`config.mk`:
```
export PLATFORM = sky130hd
export DESIGN_NAME = dmem_arbiter_flat
export DESIGN_NICKNAME = d
export VERILOG_FILES = /design/src/rtl/dmem_arbiter_if.sv /design/src/rtl/dmem_arbiter.sv /design/src/flat_wrapper.sv
export SDC_FILE = /design/constraint.sdc
export NUM_CORES = 1
export LEC_CHECK = 0
export BUFFER_PORTS_ARGS = -buffer_cell sky130_fd_sc_hd__buf_4
export CAP_MARGIN = 25
export CORE_AREA = 4 4 116 118
export CTS_CLUSTER_DIAMETER = 50
export DETAILED_ROUTE_END_ITERATION = 8
export DIE_AREA = 0 0 120 122
export PLACE_DENSITY_LB_ADDON = 0.3
export SLEW_MARGIN = 20
export SYNTH_ARGS = -nofsm -noshare
export SYNTH_HDL_FRONTEND = slang
export SYNTH_SLANG_ARGS = --single-unit
```
`constraint.sdc`:
```
create_clock -name clk -period 2.4 [get_ports clk]
set_clock_uncertainty 0.05 [all_clocks]
set_input_delay 0.36 -clock clk [delete_from_list [all_inputs] [get_ports clk]]
set_output_delay 0.36 -clock clk [all_outputs]
set_load 0.02 [all_outputs]
```
`src/rtl/dmem_arbiter_if.sv`:
```
// Requester-side bundle for the shared data-memory arbiter: core load/store
// path and debug/loader path, with grants and read-back data.
interface dmem_arbiter_if #(
    parameter int ADDR_W = 32,
    parameter int DATA_W = 32
);
    logic              core_req;
    logic              core_we;
    logic [ADDR_W-1:0] core_addr;
    logic [DATA_W-1:0] core_wdata;
    logic              core_gnt;
    logic [DATA_W-1:0] core_rdata;
    logic              core_stall;

    logic              dbg_req;
    logic              dbg_we;
    logic              dbg_lock;
    logic [ADDR_W-1:0] dbg_addr;
    logic [DATA_W-1:0] dbg_wdata;
    logic              dbg_gnt;
    logic [DATA_W-1:0] dbg_rdata;

    modport master (
        output core_req, core_we, core_addr, core_wdata,
        input  core_gnt, core_rdata, core_stall,
        output dbg_req, dbg_we, dbg_lock, dbg_addr, dbg_wdata,
        input  dbg_gnt, dbg_rdata
    );

    modport slave (
        input  core_req, core_we, core_addr, core_wdata,
        output core_gnt, core_rdata, core_stall,
        input  dbg_req, dbg_we, dbg_lock, dbg_addr, dbg_wdata,
        output dbg_gnt, dbg_rdata
    );
endinterface

```
`src/rtl/dmem_arbiter.sv`:
```
// Single-port DMEM arbiter: core has priority, a saturating starvation counter
// guarantees debug progress, and a lock state gives debug exclusive ownership.
module dmem_arbiter #(
    parameter int STARVE_LIM = 4,
    parameter int ADDR_W     = 32,
    parameter int DATA_W     = 32
) (
    input  logic              clk,
    input  logic              rst,
    dmem_arbiter_if.slave     bus,
    output logic              mem_wr_en,
    output logic [ADDR_W-1:0] mem_addr,
    output logic [DATA_W-1:0] mem_wdata,
    input  logic [DATA_W-1:0] mem_rdata,
    output logic              arb_locked
);
    localparam int CNT_W = $clog2(STARVE_LIM + 1);
    localparam logic [CNT_W-1:0] CNT_MAX = CNT_W'(STARVE_LIM);

    localparam logic [0:0] ST_NORMAL = 1'b0;
    localparam logic [0:0] ST_LOCKED = 1'b1;

    logic [0:0]       state_reg, state_next;
    logic [CNT_W-1:0] cnt_reg, cnt_next;
    logic             core_gnt, dbg_gnt;

    // Grant decision is purely combinational so the core sees it in the request cycle.
    always_comb begin
        core_gnt = 1'b0;
        dbg_gnt  = 1'b0;
        if (!rst) begin
            if (state_reg == ST_LOCKED) begin
                dbg_gnt = bus.dbg_req;
            end else begin
                core_gnt = bus.core_req && !(bus.dbg_req && (cnt_reg == CNT_MAX));
                dbg_gnt  = bus.dbg_req && !core_gnt;
            end
        end
    end

    always_comb begin
        mem_addr  = '0;
        mem_wdata = '0;
        if (core_gnt) begin
            mem_addr  = bus.core_addr;
            mem_wdata = bus.core_wdata;
        end else if (dbg_gnt) begin
            mem_addr  = bus.dbg_addr;
            mem_wdata = bus.dbg_wdata;
        end
    end

    assign mem_wr_en = (core_gnt & bus.core_we) | (dbg_gnt & bus.dbg_we);

    always_comb begin
        state_next = state_reg;
        cnt_next   = '0;
        if (state_reg == ST_NORMAL) begin
            if (dbg_gnt && bus.dbg_lock) begin
                state_next = ST_LOCKED;
            end
            if (bus.dbg_req && !dbg_gnt) begin
                cnt_next = (cnt_reg == CNT_MAX) ? cnt_reg : cnt_reg + CNT_W'(1);
            end
        end else begin
            // Release depends only on dbg_lock; an idle debug port keeps ownership.
            if (!bus.dbg_lock) begin
                state_next = ST_NORMAL;
            end
        end
    end

    always_ff @(posedge clk) begin
        if (rst) begin
            state_reg <= ST_NORMAL;
            cnt_reg   <= '0;
        end else begin
            state_reg <= state_next;
            cnt_reg   <= cnt_next;
        end
    end

    assign bus.core_gnt   = core_gnt;
    assign bus.dbg_gnt    = dbg_gnt;
    assign bus.core_rdata = core_gnt ? mem_rdata : '0;
    assign bus.dbg_rdata  = dbg_gnt ? mem_rdata : '0;
    assign bus.core_stall = bus.core_req & ~core_gnt & ~rst;
    assign arb_locked     = (state_reg == ST_LOCKED);
endmodule

```
`src/flat_wrapper.sv`:
```
// flat-port wrapper written by rule: the top's interface ports become plain ports
module dmem_arbiter_flat 
#(
    parameter int STARVE_LIM = 4,
    parameter int ADDR_W     = 32,
    parameter int DATA_W     = 32
)
  (clk, rst, mem_wr_en, mem_addr, mem_wdata, mem_rdata, arb_locked, bus_core_req, bus_core_we, bus_core_addr, bus_core_wdata, bus_core_gnt, bus_core_rdata, bus_core_stall, bus_dbg_req, bus_dbg_we, bus_dbg_lock, bus_dbg_addr, bus_dbg_wdata, bus_dbg_gnt, bus_dbg_rdata);
  dmem_arbiter_if #(.ADDR_W(ADDR_W), .DATA_W(DATA_W)) bus_i ();
  input  logic clk;
  input  logic rst;
  output logic mem_wr_en;
  output logic [ADDR_W-1:0] mem_addr;
  output logic [DATA_W-1:0] mem_wdata;
  input  logic [DATA_W-1:0] mem_rdata;
  output logic arb_locked;
  input wire logic [$bits(bus_i.core_req)-1:0] bus_core_req;
  input wire logic [$bits(bus_i.core_we)-1:0] bus_core_we;
  input wire logic [$bits(bus_i.core_addr)-1:0] bus_core_addr;
  input wire logic [$bits(bus_i.core_wdata)-1:0] bus_core_wdata;
  output wire logic [$bits(bus_i.core_gnt)-1:0] bus_core_gnt;
  output wire logic [$bits(bus_i.core_rdata)-1:0] bus_core_rdata;
  output wire logic [$bits(bus_i.core_stall)-1:0] bus_core_stall;
  input wire logic [$bits(bus_i.dbg_req)-1:0] bus_dbg_req;
  input wire logic [$bits(bus_i.dbg_we)-1:0] bus_dbg_we;
  input wire logic [$bits(bus_i.dbg_lock)-1:0] bus_dbg_lock;
  input wire logic [$bits(bus_i.dbg_addr)-1:0] bus_dbg_addr;
  input wire logic [$bits(bus_i.dbg_wdata)-1:0] bus_dbg_wdata;
  output wire logic [$bits(bus_i.dbg_gnt)-1:0] bus_dbg_gnt;
  output wire logic [$bits(bus_i.dbg_rdata)-1:0] bus_dbg_rdata;
  assign bus_i.core_req = bus_core_req;
  assign bus_i.core_we = bus_core_we;
  assign bus_i.core_addr = bus_core_addr;
  assign bus_i.core_wdata = bus_core_wdata;
  assign bus_core_gnt = bus_i.core_gnt;
  assign bus_core_rdata = bus_i.core_rdata;
  assign bus_core_stall = bus_i.core_stall;
  assign bus_i.dbg_req = bus_dbg_req;
  assign bus_i.dbg_we = bus_dbg_we;
  assign bus_i.dbg_lock = bus_dbg_lock;
  assign bus_i.dbg_addr = bus_dbg_addr;
  assign bus_i.dbg_wdata = bus_dbg_wdata;
  assign bus_dbg_gnt = bus_i.dbg_gnt;
  assign bus_dbg_rdata = bus_i.dbg_rdata;
  dmem_arbiter #(.STARVE_LIM(STARVE_LIM), .ADDR_W(ADDR_W), .DATA_W(DATA_W)) u_core (.clk(clk), .rst(rst), .bus(bus_i), .mem_wr_en(mem_wr_en), .mem_addr(mem_addr), .mem_wdata(mem_wdata), .mem_rdata(mem_rdata), .arb_locked(arb_locked));
endmodule
```
Word-level counts from Yosys, hierarchy flattened --
Cells that the tools add are included.
Storage, ports and cells: register bits after elaboration 4, output and inout port bits 133, logic and storage cells 34
Operators by class: $add $sub $neg 1, eq/ne operators 1, muxes and demuxes 13, bitwise operators 8, reduce and logical (&&, ||, !) cells 9
Operators by type and width (count):
- 2-to-1 mux 32 bit | 6
- 2-to-1 mux 1 bit | 7
- logical AND 1 bit | 5
- bitwise AND 1 bit | 4
- adder 3 x 1 -> 3 bit (second input constant) | 1
- equality test 3 bit (second input constant) | 1
- zero test 1 bit | 3
- NOT 1 bit | 3
- OR reduction 3 bit | 1
- OR 1 bit | 1

Logic depth before layout (Yosys ltp) --
depth in word-level cells 12, gate-level depth with buffers 7

Least setup slack after synthesis --
OpenSTA, ideal clock, no wires.
path type register -> output, start point reg u_core.cnt_reg[0], end point out bus_core_rdata[22], arrival time 1.694 ns, slack 0.296 ns, stages on the path, launching flop included 7, cell sequence dfxtp_1 > inv_1 > ha_1 > and3_1 > nor3_4 > clkbuf_1 > and2_1
Between the ends: cells in the longest elaborated chain, start to end 7
Ends and longest elaborated chain:
- start, declared | line dmem_arbiter.sv:24 | logic [CNT_W-1:0] cnt_reg, cnt_next;
- start signal, assigned | line dmem_arbiter.sv:79 | cnt_reg <= cnt_next;
- equality test 3 bit | line dmem_arbiter.sv:35 | core_gnt = bus.core_req && !(bus.dbg_req && (cnt_reg == CNT_MAX));
- logical AND 1 bit | line dmem_arbiter.sv:35
- zero test 1 bit | line dmem_arbiter.sv:35
- logical AND 1 bit | line dmem_arbiter.sv:35
- 2-to-1 mux 1 bit | line dmem_arbiter.sv:32 | if (state_reg == ST_LOCKED) begin
- 2-to-1 mux 1 bit | line dmem_arbiter.sv:31 | if (!rst) begin
- net bus_core_gnt | line flat_wrapper.sv:21 | output wire logic [$bits(bus_i.core_gnt)-1:0] bus_core_gnt;
- 2-to-1 mux 32 bit | line dmem_arbiter.sv:85 | assign bus.core_rdata = core_gnt ? mem_rdata : '0;
- end, declared | line flat_wrapper.sv:22 | output wire logic [$bits(bus_i.core_rdata)-1:0] bus_core_rdata;
The timed path passes the listed nets, and every way through them passes these cells.

Worst setup path in the final report --
start point reg u_core.cnt_reg[0], end point out mem_addr[11]
Between the ends: cells in the longest elaborated chain, start to end 10, elaborated cells between the ends (all ways) 12, classes of those cells 1 x eq/ne; 6 x mux; 5 x reduce/logical
Ends and longest elaborated chain:
- equality test 3 bit * | line dmem_arbiter.sv:35
- logical AND 1 bit * | line dmem_arbiter.sv:35
- zero test 1 bit * | line dmem_arbiter.sv:35
- logical AND 1 bit * | line dmem_arbiter.sv:35
- zero test 1 bit | line dmem_arbiter.sv:36 | dbg_gnt = bus.dbg_req && !core_gnt;
- logical AND 1 bit | line dmem_arbiter.sv:36
- 2-to-1 mux 1 bit | line dmem_arbiter.sv:32
- 2-to-1 mux 1 bit | line dmem_arbiter.sv:31
- 2-to-1 mux 32 bit | line dmem_arbiter.sv:47 | end else if (dbg_gnt) begin
- 2-to-1 mux 32 bit * | line dmem_arbiter.sv:44 | if (core_gnt) begin
- end, declared | line flat_wrapper.sv:13 | output logic [ADDR_W-1:0] mem_addr;
Mark *: on every way between the ends. The rest lies on a longest branch, timed or not.

==> metrics.txt <==
# TYPE chip_impl_metric gauge
chip_impl_metric{name="num_vias",unit=""} 2529
chip_impl_metric{name="synth_largest_type_area_fraction",unit=""} 0.441
chip_impl_metric{name="floorplan.io_pins",unit=""} 300
chip_impl_metric{name="slew_violations",unit=""} 0
chip_impl_metric{name="cp_arrival",unit="ns"} 1.92
chip_impl_metric{name="pin_count_of_the_biggest_net_entering_global_routing",unit=""} 63
chip_impl_info{name="result_of_the_run",value="completed"} 1
chip_impl_metric{name="ir_worst_vdd",unit="mV"} 0.249
chip_impl_metric{name="design_power_total",unit="mW"} 1.04
chip_impl_metric{name="wirelength",unit="µm"} 9480
chip_impl_metric{name="place_ws",unit="ns"} 0.196
chip_impl_metric{name="drt_iter0_drc",unit=""} 84
chip_impl_metric{name="timing.critical_path.required",unit="ns"} 1.99
chip_impl_metric{name="worst_slew_margin_rel",unit=""} 0.725
chip_impl_info{name="crit_path_frequent_cell",value="sky130_fd_sc_hd__buf_4"} 1
chip_impl_metric{name="syn-cell-area",unit="µm²"} 1290
chip_impl_metric{name="drt_pass1_iterations",unit=""} 4
chip_impl_metric{name="post_synth_edffs",unit=""} 0
chip_impl_metric{name="hpwl_detailed",unit="µm"} 7920
chip_impl_metric{name="seq_area_frac_synth",unit=""} 0.0620
chip_impl_info{name="synth_area_leader_cell",value="sky130_fd_sc_hd__a22o_1"} 1
chip_impl_info{name="ctsRootBufferMaster",value="sky130_fd_sc_hd__clkbuf_16"} 1
chip_impl_metric{name="cpPeakStageDelay",unit="ns"} 0.35
chip_impl_metric{name="nNetsFinal",unit=""} 638
chip_impl_metric{name="dpl.cell_count",unit=""} 633
chip_impl_metric{name="number_of_global_route_vias_before_repair",unit=""} 2560
chip_impl_metric{name="dieWidth",unit="µm"} 120
chip_impl_metric{name="cts.sink_count",unit=""} 4
chip_impl_info{name="worst-setup-path-type",value="reg -> out"} 1
chip_impl_info{name="crit_family",value="buffers and inverters"} 1
chip_impl_metric{name="grt_pass1_wl",unit="µm"} 12800
chip_impl_metric{name="place_area",unit="µm²"} 3740
chip_impl_metric{name="core_area",unit="µm²"} 12500
chip_impl_metric{name="syn-mean-instance-area",unit="µm²"} 7.25
chip_impl_metric{name="layoutNonFillerInstCount",unit=""} 639
chip_impl_metric{name="path_clk_slew",unit="ns"} 0.03
chip_impl_metric{name="final_antenna_net_count",unit=""} 0
chip_impl_metric{name="largest_register_ffs",unit=""} 3
chip_impl_metric{name="layout_worst_path_cycle_share",unit=""} 0.973
chip_impl_metric{name="drt-wirelength-per-cell",unit="µm"} 14.8
chip_impl_metric{name="achievable-frequency",unit="MHz"} 428
chip_impl_info{name="worst_hold_path_type",value="in -> reg"} 1
chip_impl_metric{name="n_antenna_cell",unit=""} 0
chip_impl_metric{name="crit_fanout",unit=""} 31
chip_impl_metric{name="grt.overflow.total",unit=""} 0
chip_impl_metric{name="std_cell_rows",unit=""} 41
chip_impl_metric{name="h-tree-depth",unit=""} 1
chip_impl_metric{name="timing.max_cap.violations",unit=""} 0
chip_impl_metric{name="gp_congestion",unit=""} 0.800
chip_impl_info{name="path_cells",value="inv_1, ha_1, and3_1, nor3_4, buf_4, buf_12, a22o_1, buf_4"} 1
chip_impl_metric{name="drt_drc_violations_left",unit=""} 0
chip_impl_metric{name="ys_seq_elements",unit=""} 4
chip_impl_metric{name="cts.path.max_buffers",unit=""} 2
chip_impl_metric{name="insertion_delay",unit="ns"} 0.22
chip_impl_metric{name="timing.setup.tns",unit="ns"} 0
chip_impl_metric{name="async_flop_share",unit=""} 0
chip_impl_metric{name="grtUsageTotal",unit=""} 0.106
chip_impl_metric{name="setup-violations-final",unit=""} 0
chip_impl_metric{name="grt_antenna_before_repair",unit=""} 0
chip_impl_info{name="critPathLaunchType",value="register"} 1
chip_impl_info{name="synthTopCellsByArea",value="sky130_fd_sc_hd__a22o_1 (44%), sky130_fd_sc_hd__and2_1 (31%), sky130_fd_sc_hd__dfxtp_1 (6.2%), sky130_fd_sc_hd__clkbuf_1 (4.1%), sky130_fd_sc_hd__nor2_1 (2.0%)"} 1
chip_impl_metric{name="max_slew.worst_pin.slew",unit="ns"} 0.402
chip_impl_metric{name="period_needed",unit="ns"} 2.33
chip_impl_metric{name="finish.instance_area",unit="µm²"} 3870
chip_impl_metric{name="fraction_of_final_layout_cells_with_drive_strength_greater_than_1",unit=""} 0.668
chip_impl_info{name="postSynth.topFlopCell",value="sky130_fd_sc_hd__dfxtp_1"} 1
chip_impl_info{name="end_kind",value="output port"} 1
chip_impl_metric{name="cts-buffers-inserted",unit=""} 3
chip_impl_metric{name="synthCells",unit=""} 178
chip_impl_metric{name="power_leakage",unit="nW"} 2.10
chip_impl_metric{name="postSynthNetCount",unit=""} 347
chip_impl_metric{name="netlist-cell-type-count",unit=""} 18
chip_impl_info{name="commonest_cells_after_routing_fill_and_taps_aside",value="sky130_fd_sc_hd__buf_4 (301), sky130_fd_sc_hd__and2_1 (64), sky130_fd_sc_hd__a22o_1 (64)"} 1
chip_impl_metric{name="vias_per_cell",unit=""} 3.96
chip_impl_metric{name="yosysWarnings",unit=""} 0
chip_impl_metric{name="initial_utilization",unit=""} 0.104
chip_impl_metric{name="die_height",unit="µm"} 122
chip_impl_info{name="cp_slowest_cell",value="sky130_fd_sc_hd__dfxtp_1"} 1
chip_impl_metric{name="port-buffer-count",unit=""} 299
chip_impl_metric{name="syn2layout_area_growth",unit="%"} 200
chip_impl_metric{name="timing.final.hold_violations",unit=""} 0
chip_impl_metric{name="post_route_setup_slack",unit="ns"} 0.0658
chip_impl_metric{name="wp_buf_inv",unit=""} 4
chip_impl_info{name="tritoncts",value="done"} 1
chip_impl_metric{name="power_per_cell_area",unit="nW/µm²"} 269
chip_impl_info{name="most_common_cell_after_layout_fill_and_taps_aside",value="sky130_fd_sc_hd__buf_4"} 1
chip_impl_metric{name="fp.dieArea",unit="µm²"} 14600
-- what timing repair did --
action                                  CTS  global route
resized for setup                         1             3
pin swaps                                 0             1
endpoints found under the setup margin    5            92
buffers inserted                          0             2
hold buffers                              0             0
gates cloned                              0             1
-- kinds of logic (layout without fill, tap and decap cells) --
group | count (synthesis) | count (layout) | share of synthesized area
AND/OR/NAND/NOR | 79 | 79 | 0.376
AO/OA/AOI/OAI | 68 | 68 | 0.460
buffers and inverters | 25 | 314 | 0.0824
flip-flops | 4 | 4 | 0.0620
adder cells (fa/ha/maj) | 2 | 2 | 0.0194
-- path summary, 6_finish.rpt --
kind	to	cells past startpoint	slack, ns	from
worst min register to register	u_core.cnt_reg[0]$_SDFFE_PP0P_	1	0.40	u_core.cnt_reg[0]$_SDFFE_PP0P_
worst min-delay path	u_core.arb_locked$_SDFF_PP0_	2	0.29	rst
worst max-delay path	mem_addr[11]	8	0.07	u_core.cnt_reg[0]$_SDFFE_PP0P_
worst max register to register	u_core.arb_locked$_SDFF_PP0_	4	1.07	u_core.cnt_reg[0]$_SDFFE_PP0P_
-- cell usage after synthesis, types with 2 or more instances --
library cell and instances:
sky130_fd_sc_hd__buf_2 4, sky130_fd_sc_hd__dfxtp_1 4, sky130_fd_sc_hd__clkbuf_1 14, sky130_fd_sc_hd__buf_4 2, sky130_fd_sc_hd__nor2_1 7, sky130_fd_sc_hd__a22o_1 65
sky130_fd_sc_hd__inv_1 5, sky130_fd_sc_hd__nand2b_1 2, sky130_fd_sc_hd__nand2_1 2, sky130_fd_sc_hd__ha_1 2, sky130_fd_sc_hd__and2_1 64
-- per-stage QoR --
| step | util | hold WS (ns) |
|---|---|---|
| 3_3_place_gp | 0.300 | 0.388 |
| 6_report | 0.310 | 0.286 |
| 4_1_cts | 0.306 | 0.288 |
| 2_1_floorplan | - | 0.367 |
| 5_1_grt | 0.310 | 0.307 |
| 3_5_place_dp | 0.300 | 0.404 |
-- power breakdown --
part           leakage [nW]  switching [mW]  internal, mW  total (mW)
Sequential           0.0325         0.00186        0.0685      0.0703
Clock                0.0370          0.0442         0.213       0.257
Combinational          2.03           0.320         0.396       0.716
Total                  2.10           0.366         0.677        1.04
-- per-layer routing --
layer	global-route usage	vias up	routed length, µm
met2	0.207	181	4960
li1	-	1229	-
met1	0.111	1113	3270
met5	0	-	0
met4	0.0129	0	71
met3	0.0381	6	1180
-- final cells by class --
| type | instances | area (µm²) |
|---|---|---|
| Clock buffer | 3 | 75.1 |
| Multi-Input combinational cell | 149 | 1120 |
| Tap cell | 172 | 215 |
| Sequential cell | 4 | 80.1 |
| Timing Repair Buffer | 306 | 2360 |
| Fill cell | 1314 | 8600 |
| Inverter | 5 | 18.8 |
-- worst reg2reg max path, delay by kind of cell (launching register included) --
kind	cells	cell delay, ns
AOI/OAI and AO/OA	2	0.58
adders and majority gates	1	0.19
buffers and inverters	1	0.06
DFF	1	0.31
Power figures use the tool's default switching activity.
